$ cat config.mk
export PLATFORM = sky130hd
export DESIGN_NAME = fdiv_issue_ctrl
export DESIGN_NICKNAME = d
export VERILOG_FILES = /design/src/rtl/fdiv_issue_ctrl.sv
export SDC_FILE = /design/constraint.sdc
export NUM_CORES = 1
export LEC_CHECK = 0
export CAP_MARGIN = 20
export CORE_MARGIN = 5
export CORE_UTILIZATION = 35
export DETAILED_ROUTE_END_ITERATION = 10
export PLACE_DENSITY_LB_ADDON = 0.2
export SYNTH_ARGS = -nofsm -noshare
export SYNTH_HDL_FRONTEND = slang
export SYNTH_SLANG_ARGS = --single-unit
export TNS_END_PERCENT = 50
$ cat constraint.sdc
create_clock -name clock -period 1.6 [get_ports clock]
set_input_delay 0.4 -clock clock [delete_from_list [all_inputs] [get_ports clock]]
set_output_delay 0.4 -clock clock [all_outputs]
set_load 0.02 [all_outputs]
$ cat src/rtl/fdiv_issue_ctrl.sv
// Issue/write-back sequencer for a multi-cycle FP divider: latches operands, handshakes the divider, stalls dependent IF/ID traffic.
// Optional watchdog enabled by defining FDIV_TIMEOUT_EN.
module fdiv_issue_ctrl #(
  parameter int unsigned TIMEOUT_CYCLES = 40
) (
  input  logic        clock,
  input  logic        resetn,
  input  logic        id_fdiv,
  input  logic [31:0] id_a,
  input  logic [31:0] id_b,
  input  logic [1:0]  id_rm,
  input  logic [4:0]  id_fd,
  input  logic [4:0]  id_fs,
  input  logic [4:0]  id_ft,
  input  logic        id_fs_rd,
  input  logic        id_ft_rd,
  input  logic        id_fwr,
  input  logic [4:0]  id_fwd,
  input  logic        pipe_flush,
  output logic [31:0] div_a,
  output logic [31:0] div_b,
  output logic [1:0]  div_rm,
  output logic        div_start,
  output logic        div_enable,
  input  logic        div_busy,
  input  logic [31:0] div_s,
  output logic        pipe_stall,
  output logic        wb_we,
  output logic [4:0]  wb_rd,
  output logic [31:0] wb_data,
  output logic        div_err
);

  localparam logic [31:0] QNAN = 32'h7fc0_0000;

  typedef enum logic [1:0] {
    S_IDLE   = 2'd0,
    S_LAUNCH = 2'd1,
    S_BUSY   = 2'd2,
    S_WB     = 2'd3
  } state_t;

  state_t      state_q, state_n;
  logic [31:0] pend_a_q, pend_b_q, res_q;
  logic [1:0]  pend_rm_q;
  logic [4:0]  pend_fd_q;
  logic        div_start_q, div_enable_q, wb_we_q;
  logic        accept, capture, tmo_fire;
  logic        hazard_c;

`ifdef FDIV_TIMEOUT_EN
  localparam int unsigned CNT_W = $clog2(TIMEOUT_CYCLES + 1);
  logic [CNT_W-1:0] cnt_q;
  logic             tmo_hit;
  logic             div_err_q;

  assign tmo_hit = (cnt_q == CNT_W'(TIMEOUT_CYCLES - 1));
`endif

  // Next-state decode; a normal completion in BUSY wins over a same-cycle watchdog expiry
  always_comb begin
    state_n  = state_q;
    accept   = 1'b0;
    capture  = 1'b0;
    tmo_fire = 1'b0;
    case (state_q)
      S_IDLE: begin
        if (id_fdiv && !pipe_flush) begin
          accept  = 1'b1;
          state_n = S_LAUNCH;
        end
      end
      S_LAUNCH: begin
`ifdef FDIV_TIMEOUT_EN
        if (tmo_hit) begin
          tmo_fire = 1'b1;
          state_n  = S_WB;
        end else
`endif
        if (div_busy) state_n = S_BUSY;
      end
      S_BUSY: begin
        if (!div_busy) begin
          capture = 1'b1;
          state_n = S_WB;
        end
`ifdef FDIV_TIMEOUT_EN
        else if (tmo_hit) begin
          tmo_fire = 1'b1;
          state_n  = S_WB;
        end
`endif
      end
      S_WB:    state_n = S_IDLE;
      default: state_n = S_IDLE;
    endcase
  end

  always_ff @(posedge clock or negedge resetn) begin
    if (!resetn) state_q <= S_IDLE;
    else         state_q <= state_n;
  end

  // Pending operands and result register
  always_ff @(posedge clock or negedge resetn) begin
    if (!resetn) begin
      pend_a_q  <= '0;
      pend_b_q  <= '0;
      pend_rm_q <= '0;
      pend_fd_q <= '0;
      res_q     <= '0;
    end else begin
      if (accept) begin
        pend_a_q  <= id_a;
        pend_b_q  <= id_b;
        pend_rm_q <= id_rm;
        pend_fd_q <= id_fd;
      end
      if (capture)       res_q <= div_s;
      else if (tmo_fire) res_q <= QNAN;
    end
  end

  // Outputs registered from the next state so they align with the state they describe
  always_ff @(posedge clock or negedge resetn) begin
    if (!resetn) begin
      div_start_q  <= 1'b0;
      div_enable_q <= 1'b0;
      wb_we_q      <= 1'b0;
    end else begin
      div_start_q  <= (state_n == S_LAUNCH);
      div_enable_q <= (state_n != S_IDLE);
      wb_we_q      <= (state_n == S_WB);
    end
  end

`ifdef FDIV_TIMEOUT_EN
  always_ff @(posedge clock or negedge resetn) begin
    if (!resetn) begin
      cnt_q     <= '0;
      div_err_q <= 1'b0;
    end else begin
      div_err_q <= tmo_fire;
      if (accept)
        cnt_q <= '0;
      else if (state_q == S_LAUNCH || state_q == S_BUSY)
        cnt_q <= cnt_q + CNT_W'(1);
    end
  end

  assign div_err = div_err_q;
`else
  assign div_err = 1'b0;
`endif

  // Decode-stage hazard against the in-flight destination register
  always_comb begin
    hazard_c = id_fdiv
             | (id_fs_rd && (id_fs  == pend_fd_q))
             | (id_ft_rd && (id_ft  == pend_fd_q))
             | (id_fwr   && (id_fwd == pend_fd_q));
  end

  assign pipe_stall = (state_q != S_IDLE) && !pipe_flush && hazard_c;

  assign div_a      = pend_a_q;
  assign div_b      = pend_b_q;
  assign div_rm     = pend_rm_q;
  assign div_start  = div_start_q;
  assign div_enable = div_enable_q;
  assign wb_we      = wb_we_q;
  assign wb_rd      = pend_fd_q;
  assign wb_data    = res_q;

endmodule

## Word-level counts from Yosys, hierarchy flattened

Index checks and enable logic that the tools add are counted.

| storage, ports and cells | value |
|---|---|
| bits in registers | 108 |
| input port bits | 126 |
| output and inout bits | 108 |

| cells by class | value |
|---|---|
| eq/ne operators | 8 |
| multiplexer cells | 8 |
| bitwise logic cells | 3 |
| reductions and logical operators | 10 |

Operators by type and width:

| kind | count |
|---|---|
| 5-bit equality test | 3 |
| 2-bit case mux with 4 select lines | 1 |
| 2-bit equality test (second input constant) | 3 |
| 1-bit logical AND | 6 |
| 2-bit two-way mux | 3 |
| 2-bit by 1-bit equality test with 1-bit output (second input constant) | 2 |
| 1-bit two-way mux | 4 |
| 2-bit nonzero test | 2 |
| 1-bit bitwise OR | 3 |
| 2-bit logical NOT | 1 |
| 1-bit logical NOT | 1 |

## Logic depth before layout (Yosys ltp)

| logic depth | value |
|---|---|
| word-level depth | 6 |
| depth in mapped cells | 5 |

## Worst setup path after synthesis

Ideal clock, no wire load.

| timing path | value |
|---|---|
| kind | reg2out |
| from | reg pend_fd_q[3], in the netlist wb_rd[3] |
| to | out pipe_stall |
| data arrival time | 1.456 ns |
| required time | 1.200 ns |
| setup slack | -0.256 ns |
| cell stages (with the launch flop) | 5 |
| buffers on the path | 0 |
| cell sequence | dfrtp_1 > xor2_1 > nor4_1 > a31oi_1 > a31oi_1 |

| on the way | value |
|---|---|
| word-level cells in the longest chain between the ends | 6 |
| elaborated cells on any way between the ends | 10 |

RTL lines:

| item | RTL line | source |
|---|---|---|
| from (decl) | 46 | `logic [4:0] pend_fd_q;` |
| from (signal assigned) | 117 | `pend_fd_q <= id_fd;` |
| 5-bit equality test | 159 | `\| (id_fs_rd && (id_fs == pend_fd_q))` |
| 1-bit logical AND | 159 |  |
| 1-bit bitwise OR | 159 |  |
| 1-bit bitwise OR | 160 | `\| (id_ft_rd && (id_ft == pend_fd_q))` |
| 1-bit bitwise OR * | 161 | `\| (id_fwr && (id_fwd == pend_fd_q));` |
| 1-bit logical AND * | 164 | `assign pipe_stall = (state_q != S_IDLE) && !pipe_flush && hazard_c;` |
| to (decl) | 27 | `output logic pipe_stall,` |

Mark *: on every way between the ends. The rest lies on a longest branch, timed or not.

## Final worst setup path

| timing path | value |
|---|---|
| from | in id_ft[1] |
| to | out pipe_stall |

| on the way | value |
|---|---|
| word-level cells in the longest chain between the ends | 5 |

RTL lines:

| item | RTL line | source |
|---|---|---|
| from (decl) | 14 | `input logic [4:0] id_ft,` |
| 5-bit equality test | 160 |  |
| 1-bit logical AND | 160 |  |
| 1-bit bitwise OR | 160 |  |
| 1-bit bitwise OR | 161 |  |
| 1-bit logical AND | 164 |  |

Every way passes these cells.

==> run metrics <==
status complete, but fails checks; violated checks setup timing; met2 Use GR 30.1%; RSZ-0062 raised after global routing yes; fmax 446 MHz; Starting Density 35.5%; CTS buffer count 9; Commonest cells post-synth dfrtp_1, mux2_1, mux2_2; drc violations 0; Required @ worst endpoint 1.20 ns; Synth Area in Adders 0%; layout cells sized above 1 33.4%; crit path DAT 1.84 ns; Clock Sinks 108; Inst Count DP 648; Critical Path Fanout Max 1; DP Worst Slack -1.27 ns; Top FF cell, synth dfrtp_1; Power Dens Cells 1920 nW/um2; Seq/Total Area, Yosys 63.9%; crit path capture type output port; Sum Neg Setup Slack -7.31 ns; # rows 40; Tot Pwr 14.9 mW; Post-Synth Simple-Gate Area 1.66%; DR iter-0 viols 116; Clock Skew 0.00560 ns; Vias 3,231; Synth Register Bits 108; Final min period 2.24 ns; Lkg Pwr 3.55 nW; Post-Route Utilization 65.1%; Startpoint Class primary input; global-route wire length before repair 20,700 um; largest net degree at the start of global routing 45; initial antenna violation count 0; synthesis-to-finish area growth 83.4%; crit-path cells clkdlybuf4s50_1, xor2_1, nor4_2, buf_4, nand3_2, a31oi_4, buf_6; CTS tree done; Detailed Route WL 13,300 um; Hold Violations, Final 0; I/O pins 234; diode count 0; number of flops mapped to enable cells by yosys 0; placed inst area 6920 um2; Die X 120 um; Max Cap Violations 0; Synth Net Count 384; I/O Buffers 232; synthesized area 4230 um2; design area 7750 um2; CP max stage cell clkdlybuf4s50_1; largest family of logic cells by synthesized area multiplexers; Max IR drop VDD 0.000888 V; DR pass1 iterations 4; most frequent cell after synthesis dfrtp_1; Die Ht 120 um; ANT nets after route 0; Synth top area share 63.9%; grt total ovfl 0; Post-Synth XOR/XNOR Area 3.31%; ranking of synthesized cells by area dfrtp_1, mux2_1, mux2_2, xor2_1, buf_6; per-cell routed wire length 19.5 um; core area 11,900 um2; global route hottest layer met2; met3 Use GR 6.74%; hpwl dp 9110 um; Layout fillers 915; CTS max path bufs 2; Syn. warnings 0; CTS H-Tree Depth 3; vias in the first global route 3,700; Tcrit/Tclk final 140%; mux contribution to synthesized area 27.4%; Mean Syn Cell Area 16.4 um2; # nets final 657; Crit Path Category primary input to output port; Mapped Cells 258; Max Slew Vio Count 0; Hold WS 0.461 ns; root buf cell clkbuf_16; die area 14,400 um2; Synth cell types 21; GRT met1 Usage 22.3%; clock slew at reported path FFs 0.07 ns; Worst-Skew Late Latency 0.34 ns; Worst path max stage delay 0.41 ns; Synth Area in Compound Gates 0.888%; FFs w/ async S/R, synth 100%; total global-route track usage 18.5%; HP Class primary input to asynchronous set/reset pin; final setup fails 57; Non-Filler Instances 683; area leader, netlist dfrtp_1; vias per cell 4.73; worst setup margin -0.640 ns; CP bufs+invs 3; family with the most delay on the worst path buffers and inverters; GPL Wtd Cong 0.799
registers in the layout (all words and copies together), names as in the netlist:
register    cells
div_b          32
wb_we           1
div_a          32
div_start       1
wb_rd           5
state_q         2
wb_data        32
div_enable      1
div_rm          2
layout by cell type, fill, tap and decap left out, drive strengths merged:
cell / n
a21oi: 1
a31oi: 2
buf: 45
bufinv: 2
clkbuf: 10
clkdlybuf4s15: 1
clkdlybuf4s50: 121
clkinv: 1
clkinvlp: 2
conb: 1
dfrtp: 108
dlygate4sd2: 105
dlygate4sd3: 1
inv: 3
mux2: 103
nand2: 1
nand2b: 2
nand3: 2
nor2: 2
nor4: 3
nor4b: 1
o21ai: 1
o21bai: 2
xnor2: 4
xor2: 12
logic make-up (layout without fill, tap and decap cells):
group | count (synthesis) | count (layout)
AO/OA/AOI/OAI | 6 | 6
XOR/XNOR | 16 | 16
other | 1 | 1
flip-flops | 108 | 108
multiplexers | 103 | 103
AND/OR/NAND/NOR | 11 | 11
buffers and inverters | 13 | 291
cell type report:
class	instances	area, um2	area share, %
tap	147	184	2.37
multi-input combinational	137	1750	22.5
timing repair buffer	274	2790	36.0
inverter	1	3.75	0.0484
sequential	108	2710	34.9
clock inverter	7	97.6	1.26
clock buffer	9	225	2.90
routing by layer:
metal	routed length, um	share of wire (%)	up-vias
li1	-	-	1457
met1	5340	40	1594
met2	6430	48	156
met3	1160	8.7	24
met4	354	2.7	0
met5	0	0	-
worst reg2reg max path: stages, from the launching register on:
cell	delay (ns)
dfrtp_1	0.39
buf_6	0.12
nor4b_4	0.30
buf_4	0.17
buf_12	0.11
buf_8	0.12
buf_12	0.13
mux2_4	0.30
repair_timing:
action                                  in CTS  in global routing
hold endpoints to repair                    14                  0
hold buffers                                 1                  0
cloned                                       7                  1
gates resized for setup                    217                 14
endpoints found under the setup margin     207                105
buffers inserted                            14                  0
pin swaps                                    6                  4
worst paths after layout:
check	startpoint	endpoint	slack (ns)	depth (start not counted)
min	resetn	div_a[25]$_DFFE_PN0P_	0.46	2
max reg2reg	state_q[1]$_DFF_PN0_	div_a[30]$_DFFE_PN0P_	-0.17	7
max in group asynchronous	resetn	wb_rd[4]$_DFFE_PN0P_	0.61	3
min in group clock	wb_data[24]$_DFFE_PN0P_	wb_data[24]$_DFFE_PN0P_	0.50	1
min reg2reg	wb_data[24]$_DFFE_PN0P_	wb_data[24]$_DFFE_PN0P_	0.50	1
max	id_ft[1]	pipe_stall	-0.64	7
where the power goes:
part	switching [mW]	leakage (nW)	internal, mW
clock network	1.02	0.152	1.38
logic	3.57	2.12	3.98
registers	0.785	1.28	4.13
Power figures use the tool's default switching activity.
